--- config.mk ---
export PLATFORM = sky130hd
export DESIGN_NAME = sccb_dual_cam_sequencer
export DESIGN_NICKNAME = d
export VERILOG_FILES = /design/src/rtl/sccb_dual_cam_sequencer.sv
export SDC_FILE = /design/constraint.sdc
export NUM_CORES = 1
export LEC_CHECK = 0
export ABC_AREA = 1
export CORE_UTILIZATION = 30
export DETAILED_ROUTE_END_ITERATION = 7
export DONT_BUFFER_PORTS = 1
export GPL_ROUTABILITY_DRIVEN = 0
export HOLD_SLACK_MARGIN = 0.08
export SLEW_MARGIN = 30
export SYNTH_ARGS = -nofsm -noshare
export SYNTH_HDL_FRONTEND = slang
export SYNTH_SLANG_ARGS = --single-unit
--- constraint.sdc ---
create_clock -name clk -period 1.45 [get_ports clk]
set_clock_uncertainty 0.2 [all_clocks]
set_input_delay 0.2175 -clock clk [delete_from_list [all_inputs] [get_ports clk]]
set_output_delay 0.2175 -clock clk [all_outputs]
set_load 0.05 [all_outputs]
--- src/rtl/sccb_dual_cam_sequencer.sv ---
// -----------------------------------------------------------------------------
// sccb_dual_cam_sequencer
//
// Shares one SCCB write master between the left and right OV7670 cameras.
// After power-up it walks the register ROM once with cam_sel = 0 (left), then
// once with cam_sel = 1 (right), and reports per-camera done/error.
// A start pulse in DONE reruns both passes without the power-up wait.
//
// Ports
//   clk, reset          system clock, synchronous active-high reset
//   start               1-cycle restart pulse, honoured only in DONE
//   rom_addr            ROM index; rom_data is expected one cycle later
//   rom_data            {reg, val}; 16'hFFFF ends the table, reg 8'hFF = delay
//   sccb_req            1-cycle write request to the shared master
//   sccb_busy           master busy; no request is issued while high
//   sccb_done/nack      transaction complete pulse and its NACK flag
//   sccb_dev/reg/val    request payload, stable from ISSUE until sccb_done
//   cam_sel             0 = left bus, 1 = right bus
//   cfg_busy            sequence in progress (low only in DONE and reset)
//   cfg_done/cfg_error  [0] left, [1] right pass result
// -----------------------------------------------------------------------------
module sccb_dual_cam_sequencer #(
    parameter int         NUM_REGS     = 76,
    parameter int         IDX_W        = 7,
    parameter logic [7:0] DEV_ID       = 8'h42,
    parameter int         POWERUP_WAIT = 100_000,
    parameter int         DELAY_CYCLES = 100_000,
    parameter int         MAX_RETRY    = 3
) (
    input  logic             clk,
    input  logic             reset,
    input  logic             start,
    output logic [IDX_W-1:0] rom_addr,
    input  logic [15:0]      rom_data,
    output logic             sccb_req,
    input  logic             sccb_busy,
    input  logic             sccb_done,
    input  logic             sccb_nack,
    output logic [7:0]       sccb_dev,
    output logic [7:0]       sccb_reg,
    output logic [7:0]       sccb_val,
    output logic             cam_sel,
    output logic             cfg_busy,
    output logic [1:0]       cfg_done,
    output logic [1:0]       cfg_error
);

    typedef enum logic [2:0] {
        ST_PWR_WAIT,
        ST_FETCH,
        ST_FWAIT,
        ST_ISSUE,
        ST_WAIT,
        ST_DELAY,
        ST_SWITCH,
        ST_DONE
    } state_t;

    localparam int CNT_MAX = (POWERUP_WAIT > DELAY_CYCLES) ? POWERUP_WAIT : DELAY_CYCLES;
    localparam int CNT_W   = (CNT_MAX < 2) ? 1 : $clog2(CNT_MAX);
    localparam int RETRY_W = (MAX_RETRY < 1) ? 1 : $clog2(MAX_RETRY + 1);

    localparam logic [CNT_W-1:0]   PWR_LAST  = CNT_W'(POWERUP_WAIT - 1);
    localparam logic [CNT_W-1:0]   DLY_LAST  = CNT_W'(DELAY_CYCLES - 1);
    localparam logic [RETRY_W-1:0] RETRY_LIM = RETRY_W'(MAX_RETRY);
    // idx carries one extra bit so it can hold NUM_REGS itself even when
    // 2**IDX_W == NUM_REGS; the saturated value terminates the pass.
    localparam logic [IDX_W:0]     END_IDX   = (IDX_W + 1)'(NUM_REGS);

    state_t               state;
    logic [IDX_W:0]       idx;
    logic [RETRY_W-1:0]   retry;
    logic [CNT_W-1:0]     cnt;

    // The ROM is synchronous: the address is already stable during FETCH
    // because it follows idx directly, so rom_data is valid for FWAIT.
    assign rom_addr = idx[IDX_W-1:0];

    // NOTE: all state and outputs are flops updated with <=, so every branch
    // reads the values from before this edge regardless of statement order.
    always_ff @(posedge clk) begin
        if (reset) begin
            state     <= ST_PWR_WAIT;
            idx       <= '0;
            retry     <= '0;
            cnt       <= '0;
            sccb_req  <= 1'b0;
            sccb_dev  <= '0;
            sccb_reg  <= '0;
            sccb_val  <= '0;
            cam_sel   <= 1'b0;
            cfg_busy  <= 1'b0;
            cfg_done  <= '0;
            cfg_error <= '0;
        end else begin
            // Request is a single-cycle pulse; only ISSUE raises it.
            sccb_req <= 1'b0;

            case (state)
                ST_PWR_WAIT: begin
                    cfg_busy <= 1'b1;
                    if (cnt == PWR_LAST) begin
                        cnt   <= '0;
                        state <= ST_FETCH;
                    end else begin
                        cnt <= cnt + 1'b1;
                    end
                end

                ST_FETCH: state <= ST_FWAIT;

                ST_FWAIT: begin
                    if (idx == END_IDX || rom_data == 16'hFFFF) begin
                        state <= ST_SWITCH;
                    end else if (rom_data[15:8] == 8'hFF) begin
                        state <= ST_DELAY;
                    end else begin
                        sccb_dev <= DEV_ID;
                        sccb_reg <= rom_data[15:8];
                        sccb_val <= rom_data[7:0];
                        state    <= ST_ISSUE;
                    end
                end

                ST_ISSUE: begin
                    if (!sccb_busy) begin
                        sccb_req <= 1'b1;
                        state    <= ST_WAIT;
                    end
                end

                ST_WAIT: begin
                    if (sccb_done) begin
                        if (!sccb_nack) begin
                            if (idx != END_IDX) idx <= idx + 1'b1;
                            retry <= '0;
                            state <= ST_FETCH;
                        end else if (retry < RETRY_LIM) begin
                            // Payload registers are untouched, so the retry
                            // resends the same reg/val.
                            retry <= retry + 1'b1;
                            state <= ST_ISSUE;
                        end else begin
                            cfg_error[cam_sel] <= 1'b1;
                            state              <= ST_SWITCH;
                        end
                    end
                end

                ST_DELAY: begin
                    if (cnt == DLY_LAST) begin
                        cnt <= '0;
                        if (idx != END_IDX) idx <= idx + 1'b1;
                        state <= ST_FETCH;
                    end else begin
                        cnt <= cnt + 1'b1;
                    end
                end

                ST_SWITCH: begin
                    if (!cfg_error[cam_sel]) cfg_done[cam_sel] <= 1'b1;
                    if (cam_sel) begin
                        cfg_busy <= 1'b0;
                        state    <= ST_DONE;
                    end else if (!sccb_busy) begin
                        // Bus swap only while the master is idle, so no
                        // transaction ever straddles a cam_sel change.
                        cam_sel <= 1'b1;
                        idx     <= '0;
                        retry   <= '0;
                        state   <= ST_FETCH;
                    end
                end

                ST_DONE: begin
                    if (start && !sccb_busy) begin
                        cfg_done  <= '0;
                        cfg_error <= '0;
                        cam_sel   <= 1'b0;
                        idx       <= '0;
                        retry     <= '0;
                        cfg_busy  <= 1'b1;
                        state     <= ST_FETCH;
                    end
                end

                default: state <= ST_PWR_WAIT;
            endcase
        end
    end

endmodule

==> flow_summary.toml <==
[global_routing]
grt_pass1_vias = 2876
grt_first_pass_wirelength_mm = 12.6
grt.overflow.total = 0
grt_max_degree = 33
track_usage_pct = 15.3
grt_antenna_before_repair = 0

[yosys]
ys.flop_type = "dfxtp_1"
synthCells = 420
yosysMostFrequentCell = "nand2_1"
ys_warn_count = 0
synth-seq-cells = 54
ys_types = 40
yosysTopAreaCellShare_pct = 35.9
yosysSeqAreaShare_pct = 35.9
yosysTopAreaCell = "dfxtp_1"
yosys-top-cells-count = "70 x nand2_1, 60 x nor2_1, 54 x dfxtp_1"
yosys-top-cells-area = "dfxtp_1 36%, nand2_1 8.7%, nor2_1 7.5%, a21oi_1 6.1%, nand3_1 5.7%"
synth_area_um2 = 3010
synthArstFlopShare_pct = 0
avgSynthCellArea_um2 = 7.17
synth_edf_count = 0

[timing]
min_period_ps = 1680
final-setup-viol-count = 50
hold_violations = 16
whs_ps = -244
drv_slew = 0
post-route-period-util_pct = 116
relSlewSlack_pct = 64.0
rsz0062_at_grt = "yes"
finalWorstSetupSlack_ps = -226
fmax_ghz = 0.597
tightest_slew_ps = 539

[min_path]
holdPathStages = 1
hp-start = "reset"
hp-class = "in -> reg"
whs_endpoint = "cnt[1]"

[pwr]
vdd_drop_max_uv = 513
power.density_nw_per_um2 = 606
leakage_uw = 0.00184

[status]
violations = "hold timing, setup timing"
status = "complete, but fails checks"

[placed_design]
hpwl_mm = 5.48
dp_slack_ps = -372
port_buffers = 0

[cells_and_area]
largest_reg_flops = 17
syn_to_final_growth_pct = 48.7
fin_util_pct = 46.0
multi_input_area_um2 = 1850
n_fill_cell = 915
fin_nets = 550
antenna_cells = 0
layout-drive-gt1-share_pct = 40.2
ff_latch_area_um2 = 1110
regMostFlops = "cnt"

[worst_setup_path]
r2r-end = "state[0]"
cp.required_ps = 1490
worst-r2r-cell-count = 7
crit_path_end_kind = "flop"
reg2reg_from = "state[0]"
ff2ff_setup_slack_ps = -230
critPathLaunchType = "flop"
crit_arrival_ps = 1720
crit_type = "reg -> reg"
path_max_fanout = 9

[route]
dr.first_iter.drc_count = 80
routed-via-count = 3018
route.detailed.drc = 0
dr.pass1.iters = 4
wl_per_cell_um = 12.1
via_per_inst = 4.59
ant_nets = 0
totalWireLength_mm = 7.99

[die]
die_h_um = 102
io_pins = 60
start_util_pct = 31.0
coreArea_um2 = 9730
fp.dieW_um = 102
die_area_um2 = 10400
std_cell_rows = 36

[cts]
holdBufCountCts = 22
cts_root_buffer = "clkbuf_8"
cts_buffers = 5
cts_tree = "yes"
clk_path_buf_depth = 2
clkLatencyLatePin_ps = 310
h-tree-depth = 2
cts.sinks = 54
clk_pin_slew_ps = 100

[job]
maxCapViolCount = 0
==> placed cells by master (no fill, tap or decap), types with 2 or more instances in the layout <==
cell type      instances
a21oi_1               30
a21oi_2                9
buf_12                 4
buf_4                 83
buf_6                 11
clkbuf_8               5
conb_1                 6
dfxtp_1               42
dfxtp_2                8
dfxtp_4                4
dlygate4sd3_1         22
ha_1                   2
ha_4                   2
inv_1                 37
inv_2                  8
inv_4                  3
inv_6                  2
nand2_1               59
nand2_2               11
nand2_4                7
nand3_1               22
nand3_2               15
nand3_4                4
nand3b_1               3
nand4_1                6
nor2_1                42
nor2_2                13
nor2_4                 7
nor3_2                 2
nor3_4                 2
o21ai_0                5
o21ai_1               18
o21ai_4                2
or2_2                  2
xnor2_1                3
xor2_1                10
==> metrics by stage <==
stage / setup TNS, ps / instance area [um^2] / total power (uW) / std cells
3_5_place_dp: -14560 / 3700 / 1660 / 613
4_1_cts: -6790 / 4340 / 2770 / 653
5_1_grt: -11480 / 4480 / 2830 / 658
2_1_floorplan: -2530 / 3110 / 1640 / 425
6_report: -7430 / 4480 / 2720 / 658
3_3_place_gp: -11960 / 3700 / 1660 / 613
==> where the power goes <==
group | switching, uW | internal (uW) | total, uW
clock | 515 | 518 | 1030
combinational | 103 | 87.3 | 190
sequential | 8.07 | 1480 | 1490
total | 626 | 2090 | 2720
==> critical path: stages, from the launching register on <==
cell and delay [ps]:
dfxtp_4 410, buf_4 150, nor3_4 210, nand3_2 140
buf_4 160, nand3_1 80, nand3_1 110, a21oi_1 140
==> routing by layer <==
metal  share of wire (%)  global-route usage (%)  wire, um
met4                 1.3                    4.29       100
met3                 6.3                    3.63       505
met1                  43                    16.4      3450
met2                  49                    29.4      3940
met5                   0                       0         0
==> worst max path at each step <==
stage | start | end | cells past startpoint | slack [ps]
after CTS | state[1] | cnt[13] | 8 | -180
after floorplan | state[0] | idx[6] | 12 | -100
after detailed placement | state[0] | cnt[16] | 6 | -370
after global routing | state[0] | state[0] | 9 | -320
after global placement | state[0] | idx[4] | 7 | -310
final | state[0] | state[0] | 7 | -230
==> final cells by class <==
cell class              instances  share of cell area [%]
well taps                     133                    3.72
multi-input cells             294                    41.3
clock inverters                 3                   0.978
flip-flops and latches         54                    24.7
repair buffers                120                    23.4
inverters                      49                    4.39
clock buffers                   5                    1.54
==> kinds of logic (layout without fill, tap and decap cells) <==
| family | count (synthesis) | count (layout) | synth area share, % |
|---|---|---|---|
| xor gates and xnor gates | 13 | 13 | 3.78 |
| and+or+nand+nor | 202 | 202 | 32.9 |
| buffers and inverters | 77 | 177 | 13.0 |
| AOI/OAI and AO/OA | 69 | 69 | 12.6 |
| DFF | 54 | 54 | 35.9 |
| other | 1 | 6 | 0.125 |
| adders and majority gates | 4 | 4 | 1.66 |
==> what timing repair did <==
item	CTS	global route
setup buffers	9	5
cloned	1	0
endpoints found under the hold margin	45	17
pin swaps	21	11
endpoints found under the setup margin	55	55
resized for setup	59	31
Note: power is estimated with default switching activity, not from simulation.
